## src/rtl/dmg_bus_arbiter.sv

```systemverilog
// Memory bus arbiter between the SM83 core and DMA.
// Fixed ADDR/WAIT/ACK access sequence with programmable wait states.
module dmg_bus_arbiter #(
  parameter int AW           = 16,
  parameter int DW           = 8,
  parameter int WAIT_CYCLES  = 2,
  parameter int DMA_PRIORITY = 1
) (
  input  logic          CLK,
  input  logic          RESET,
  input  logic          cpu_req,
  input  logic          cpu_wr,
  input  logic [AW-1:0] cpu_addr,
  input  logic [DW-1:0] cpu_wdata,
  output logic [DW-1:0] cpu_rdata,
  output logic          cpu_ack,
  input  logic          dma_req,
  input  logic          dma_wr,
  input  logic [AW-1:0] dma_addr,
  input  logic [DW-1:0] dma_wdata,
  output logic [DW-1:0] dma_rdata,
  output logic          dma_ack,
  output logic          mem_mreq,
  output logic          mem_rd,
  output logic          mem_wr,
  output logic [AW-1:0] mem_addr,
  output logic [DW-1:0] mem_dout,
  output logic          mem_oe,
  input  logic [DW-1:0] mem_din,
  output logic          busy,
  output logic          owner
);

  generate
    if (WAIT_CYCLES < 1 || WAIT_CYCLES > 15) begin : g_bad_wait
      $error("WAIT_CYCLES must be in 1..15");
    end
  endgenerate

  localparam logic [3:0] LP_LAST = 4'(WAIT_CYCLES - 1);

  typedef enum logic [1:0] {
    S_IDLE,
    S_ADDR,
    S_WAIT,
    S_ACK
  } state_t;

  state_t        r_state;
  logic [3:0]    r_cnt;
  logic          r_owner;
  logic          r_cmd_wr;
  logic          r_mreq;
  logic          r_rd;
  logic          r_mem_wr;
  logic          r_oe;
  logic [AW-1:0] r_addr;
  logic [DW-1:0] r_dout;
  logic [DW-1:0] r_cpu_rdata;
  logic [DW-1:0] r_dma_rdata;
  logic          r_cpu_ack;
  logic          r_dma_ack;

  logic          w_any;
  logic          w_pick_dma;
  logic          w_sel_wr;
  logic [AW-1:0] w_sel_addr;
  logic [DW-1:0] w_sel_wdata;

  // On a tie, round-robin hands the bus to whoever did not own it last.
  assign w_any      = cpu_req | dma_req;
  assign w_pick_dma = (cpu_req && dma_req)
                    ? ((DMA_PRIORITY != 0) ? 1'b1 : ~r_owner)
                    : dma_req;
  assign w_sel_wr    = w_pick_dma ? dma_wr    : cpu_wr;
  assign w_sel_addr  = w_pick_dma ? dma_addr  : cpu_addr;
  assign w_sel_wdata = w_pick_dma ? dma_wdata : cpu_wdata;

  always_ff @(posedge CLK or posedge RESET) begin
    if (RESET) begin
      r_state     <= S_IDLE;
      r_cnt       <= '0;
      r_owner     <= 1'b0;
      r_cmd_wr    <= 1'b0;
      r_mreq      <= 1'b0;
      r_rd        <= 1'b0;
      r_mem_wr    <= 1'b0;
      r_oe        <= 1'b0;
      r_addr      <= '0;
      r_dout      <= '0;
      r_cpu_rdata <= '0;
      r_dma_rdata <= '0;
      r_cpu_ack   <= 1'b0;
      r_dma_ack   <= 1'b0;
    end else begin
      r_cpu_ack <= 1'b0;
      r_dma_ack <= 1'b0;
      unique case (r_state)
        S_IDLE: begin
          if (w_any) begin
            r_state  <= S_ADDR;
            r_owner  <= w_pick_dma;
            r_cmd_wr <= w_sel_wr;
            r_addr   <= w_sel_addr;
            r_dout   <= w_sel_wdata;
            r_mreq   <= 1'b1;
            r_oe     <= w_sel_wr;
          end
        end
        S_ADDR: begin
          r_state  <= S_WAIT;
          r_cnt    <= LP_LAST;
          r_rd     <= ~r_cmd_wr;
          r_mem_wr <= r_cmd_wr;
        end
        S_WAIT: begin
          if (r_cnt == 4'd0) begin
            r_state  <= S_ACK;
            r_mreq   <= 1'b0;
            r_rd     <= 1'b0;
            r_mem_wr <= 1'b0;
            r_oe     <= 1'b0;
            if (r_owner) r_dma_ack <= 1'b1;
            else         r_cpu_ack <= 1'b1;
            if (!r_cmd_wr) begin
              if (r_owner) r_dma_rdata <= mem_din;
              else         r_cpu_rdata <= mem_din;
            end
          end else begin
            r_cnt <= r_cnt - 4'd1;
          end
        end
        S_ACK: begin
          r_state <= S_IDLE;
        end
      endcase
    end
  end

  assign cpu_rdata = r_cpu_rdata;
  assign cpu_ack   = r_cpu_ack;
  assign dma_rdata = r_dma_rdata;
  assign dma_ack   = r_dma_ack;
  assign mem_mreq  = r_mreq;
  assign mem_rd    = r_rd;
  assign mem_wr    = r_mem_wr;
  assign mem_addr  = r_addr;
  assign mem_dout  = r_dout;
  assign mem_oe    = r_oe;
  assign busy      = (r_state != S_IDLE);
  assign owner     = r_owner;

endmodule

```

## config.mk

```make
export PLATFORM = sky130hd
export DESIGN_NAME = dmg_bus_arbiter
export DESIGN_NICKNAME = d
export VERILOG_FILES = /design/src/rtl/dmg_bus_arbiter.sv
export SDC_FILE = /design/constraint.sdc
export NUM_CORES = 1
export LEC_CHECK = 0
export ABC_AREA = 0
export CAP_MARGIN = 30
export CORE_ASPECT_RATIO = 1.2
export CORE_MARGIN = 5
export CORE_UTILIZATION = 39
export DETAILED_ROUTE_END_ITERATION = 16
export PLACE_DENSITY = 0.77
export SLEW_MARGIN = 20
export SYNTH_ARGS = -nofsm -noshare
export SYNTH_HDL_FRONTEND = slang
export SYNTH_SLANG_ARGS = --single-unit
```

## constraint.sdc

```tcl
create_clock -name CLK -period 2.35 [get_ports CLK]
set_input_delay 0.5875 -clock CLK [delete_from_list [all_inputs] [get_ports CLK]]
set_output_delay 0.5875 -clock CLK [all_outputs]
set_load 0.005 [all_outputs]
```

Word level (Yosys, flattened, before mapping)
Cells that the tools add are included. W data, S select, Z words.

Bits of input ports: 62. Word-level logic and storage cells: 59. Output and inout port bits: 48. Bits in registers: 54.

Equality and inequality tests: 6. Bitwise logic cells: 3. $add $sub $neg: 1. Multiplexer cells: 22. Reduce and logical (&&, ||, !) cells: 13.

Operators with widths (number): $mux W16 (1); $mux W1 (11); $mux W8 (1); $pmux W1 S2 (4); $pmux W2 S4 (1); $pmux W4 S2 (1); $reduce_and A2 Y1 (4); $reduce_and A4 Y1 (2); $ne A2 B2 Y1 const B (3); $reduce_bool A2 Y1 (3); $eq A2 B2 Y1 const B (2); $logic_not A4 Y1 (1); $mux W2 (2); $mux W4 (1); $sub A4 B1 Y4 const B (1); $reduce_and A3 Y1 (1); $eq A2 B1 Y1 const B (1); $logic_not A2 Y1 (1); $not A1 Y1 (2); $logic_and A1 B1 Y1 (1); $or A1 B1 Y1 (1).

Longest topological paths before layout
Depth in word-level cells: 5. Gate-level depth with buffers: 6. Depth with buffers taken out: 5.

Least setup slack after synthesis
No wires, ideal clock.

Path type: flip-flop to flip-flop. Start point: register r_cnt[0]. End point: register r_state[1]. Data arrival time: 1.685 ns. Path slack: 0.541 ns. Required time: 2.225 ns. Setup time: 0.125 ns. Path buffers: 0. Clock period less this slack: 1.809 ns. Cell stages (with the launch flop): 6. Cells stage by stage: dfrtp_1 inv_1 ha_1 or3b_2 a21oi_2 mux2_2.

Cells in the longest elaborated chain, start to end: 3.

Ends and longest elaborated chain: start, declared (RTL line 50) `logic [3:0] r_cnt;`; start signal, assigned (RTL line 130) `r_cnt <= r_cnt - 4'd1;`; $logic_not A4 Y1 (RTL line 117) `if (r_cnt == 4'd0) begin`; $ne A2 B2 Y1 (no source line); $reduce_and A2 Y1 (no source line); end signal, assigned (RTL line 111) `r_state <= S_WAIT;`; end signal, assigned (RTL line 118) `r_state <= S_ACK;`; end signal, assigned (RTL line 134) `r_state <= S_IDLE;`; end, declared (RTL line 49) `state_t r_state;`.

Every way passes these cells. A chain may end at the register's enable or synchronous reset.

Worst setup path in the final report
Start point: register r_state[0]. End point: output busy.

Cells in the longest elaborated chain, start to end: 1.

Ends and longest elaborated chain: start signal, assigned (RTL line 81) `r_state <= S_IDLE;`; start signal, assigned (RTL line 101) `r_state <= S_ADDR;`; start signal, assigned (RTL line 111); $reduce_bool A2 Y1 (RTL line 150) `assign busy = (r_state != S_IDLE);`; end, declared (RTL line 30) `output logic busy,`.

Every way passes these cells.

==> results.yml <==
run_status:
  status: "completed"
setup_path:
  critical_path.max_fanout: 7
  cp_cell_sequence: "inv_1 > ha_2 > inv_1 > clkdlybuf4s50_1"
  critical_path.max_stage_delay_ps: 450
  cp.arrival_ps: 1610
  critPathKind: "flip-flop to output port"
  cp.required_ps: 1760
  reg2reg_depth: 5
  end_kind: "output port"
  cp_common_cell: "inv_1"
  cp-start-kind: "flip-flop"
  critPathSlowestCell: "clkdlybuf4s50_1"
power_and_ir_drop:
  finalPower_mw: 4.19
  p_switching_mw: 1.33
  p_per_area_nw_per_um2: 1110
  irDropWorstVdd_v: 0.000414
  pwr-share-clk: 0.120
  swShare: 0.317
  seq_power_share: 0.388
  combPwrFrac: 0.492
  leakage_nw: 1.68
  internal_power_mw: 2.86
grt:
  grt_first_pass_wirelength_mm: 9.73
  groute.usage.overall: 0.156
  overflow: 0
  grt_max_degree: 51
  antenna_found_initial: 0
  grt_pass1_vias: 2025
routing:
  viasPerCell: 4.73
  final_antenna_net_count: 0
  wl_per_cell_um: 14.7
  vias: 1908
  drt_iter0_drc: 53
  drc: 0
  wl_mm: 5.93
  drtPass1Iterations: 4
finish:
  n_fill_cell: 545
  syn2layout_area_growth_pct: 52.7
  nets: 389
  drive_above_1_share: 0.121
  antenna_cells: 0
  final_cells: 403
  utilization: 0.617
  postLayoutCellArea_um2: 3780
synthesis:
  syn_area_per_cell_um2: 11.8
  syn-cell-area_um2: 2480
  syn_inst: 209
  synth_top_area_frac: 0.546
  yosysUniqueCellTypes: 32
  yosys.area.top_type: "dfrtp_1"
  synth_warnings: 0
  synth_area_leaders: "dfrtp_1 (55%), mux2i_1 (11%), o21ai_0 (5.9%), mux2_4 (4.9%), mux2_2 (4.5%)"
  synth-seq-cells: 54
  synth_nets: 277
  ys_seq_area_frac: 0.546
run:
  maxCapViolCount: 0
timing:
  grt_setup_unrepaired: "no"
  setup_viol: 0
  fmax_ghz: 0.456
  worst_slack_ps: 155
  slew_viol_final: 0
  fin_skew_ps: 11.8
  worst_slew_pin_slew_ps: 505
  tns_ps: 0
  slew_headroom: 0.663
  layout_min_cycle_time_ps: 2190
  fin_hold_ws_ps: 486
  hold_viol_final: 0
  fin_crit_sh: 0.934
floorplan:
  start_util: 0.404
  dieHeight_um: 97.3
  die_area_um2: 8050
  row_count: 31
  die_w_um: 82.7
  coreArea_um2: 6130
  ios: 110
placement:
  post-place-ws_ps: 384
  numPortBuffers: 109
  hpwlAfterDp_mm: 4.80
  gp_congestion: 0.750
  dp_cells: 396
  placed_cell_area_um2: 3690
cts:
  cts.sinks: 54
  cts_tree: "yes"
  ctsLongestPathBuffers: 2
  cts_made_buffers: 5
  clk_root_buffer_cell: "clkbuf_8"
  clk_pin_slew_worst_paths_ps: 100
  h-tree-depth: 2
  clk_latency_ps: 310
min_path:
  hold-path-cell-count: 2
  hp-class: "flip-flop to flip-flop"
## critical path: cells and delay by family (launching register included)
family	cells	cell delay, ps
fa+ha+maj	1	270
buf+inv	3	620
flops	1	410
## cell families after synthesis
kind of cell    Yosys count  synth area share
fa+ha+maj                 6            0.0303
simple gates             48            0.0990
flops                    54             0.546
buf+inv                  17            0.0318
mux                      46             0.207
compound gates           38            0.0859
## synth_stat cells
| cell | number |
|---|---|
| o32a_1 | 1 |
| and2_1 | 1 |
| nor3b_1 | 2 |
| nand3b_1 | 1 |
| o21ai_0 | 29 |
| ha_1 | 6 |
| nand2b_1 | 2 |
| a21oi_2 | 1 |
| nor2_1 | 4 |
| nand3_1 | 2 |
| or3_1 | 1 |
| clkbuf_1 | 5 |
| inv_1 | 7 |
| nand2_1 | 30 |
| buf_2 | 3 |
| a21oi_1 | 1 |
| and4bb_2 | 1 |
| o22ai_1 | 1 |
| mux2i_1 | 28 |
| nor2b_1 | 1 |
| buf_4 | 1 |
| or3b_2 | 1 |
| a22o_1 | 2 |
| a211oi_1 | 1 |
| buf_6 | 1 |
| o21ai_1 | 1 |
| nor3_1 | 1 |
| a22oi_1 | 1 |
| mux2_2 | 10 |
| dfrtp_1 | 54 |
| nand4bb_4 | 1 |
| mux2_4 | 8 |
## state kept, by name, indices dropped and copies added, names as in the netlist, 2 cells and up
| name | cells |
|---|---|
| mem_addr | 16 |
| cpu_rdata | 8 |
| dma_rdata | 8 |
| mem_dout | 8 |
| r_cnt | 4 |
| r_state | 2 |
## repair_timing
action | in CTS | in global routing
endpoints found under the setup margin | 0 | 1
gates resized for setup | 0 | 1
hold buffers | 0 | 0
buffers inserted | 0 | 0
## power by group through the flow
stage               logic, mW  clock network (mW)  registers, mW
floorplan               0.904                   0           1.65
global placement         2.03                   0           1.63
detailed placement       2.10                   0           1.65
CTS                      2.10               0.517           1.63
global route             2.29               0.560           1.69
finish                   2.06               0.502           1.62
## metal layers
layer | track usage | wire length (um) | vias up
met4 | 0.0415 | 55 | 0
met1 | 0.170 | 2100 | 888
met3 | 0.0603 | 592 | 4
li1 | - | - | 945
met2 | 0.274 | 3180 | 71
met5 | 0 | 0 | -
## layout by cell type, fill, tap and decap left out, drive strengths merged
| master | Yosys | final |
|---|---|---|
| o32a | 1 | 1 |
| and2 | 1 | 1 |
| o22ai | 1 | 1 |
| dfrtp | 54 | 54 |
| or3 | 1 | 1 |
| nor2 | 4 | 4 |
| nor3 | 1 | 1 |
| or3b | 1 | 1 |
| nand2 | 30 | 30 |
| nor2b | 1 | 1 |
| a22o | 2 | 2 |
| mux2 | 18 | 18 |
| mux2i | 28 | 28 |
| nand3 | 2 | 2 |
| ha | 6 | 6 |
| nor3b | 2 | 2 |
| a22oi | 1 | 1 |
| a21oi | 2 | 2 |
| nand2b | 2 | 2 |
| clkbuf | 5 | 5 |
| a211oi | 1 | 1 |
| nand3b | 1 | 1 |
| and4bb | 1 | 1 |
| clkinvlp | 0 | 2 |
| o21ai | 30 | 30 |
| clkdlybuf4s50 | 0 | 108 |
| buf | 5 | 7 |
| inv | 7 | 7 |
| nand4bb | 1 | 1 |
## path summary, 6_finish.rpt
kind | end | startpoint | slack, ps
max in group asynchronous | dma_rdata[3] | RESET | 1160
setup reg to reg | cpu_rdata[5] | r_cnt[0] | 390
hold reg to reg | mem_dout[2] | mem_dout[2] | 490
hold / removal | mem_dout[2] | mem_dout[2] | 490
setup / recovery | busy | r_state[0] | 160
min in group asynchronous | dma_rdata[2] | RESET | 600
## layout make-up
class,count,area (um2),share of cell area
multi-input cells,138,1060,0.280
clock buffers,5,68.8,0.0182
inverters,7,26.3,0.00695
well taps,82,103,0.0271
repair buffers,115,1160,0.306
flip-flops and latches,54,1350,0.357
clock inverters,2,15.0,0.00397
Note: power is estimated with default switching activity, not from simulation.
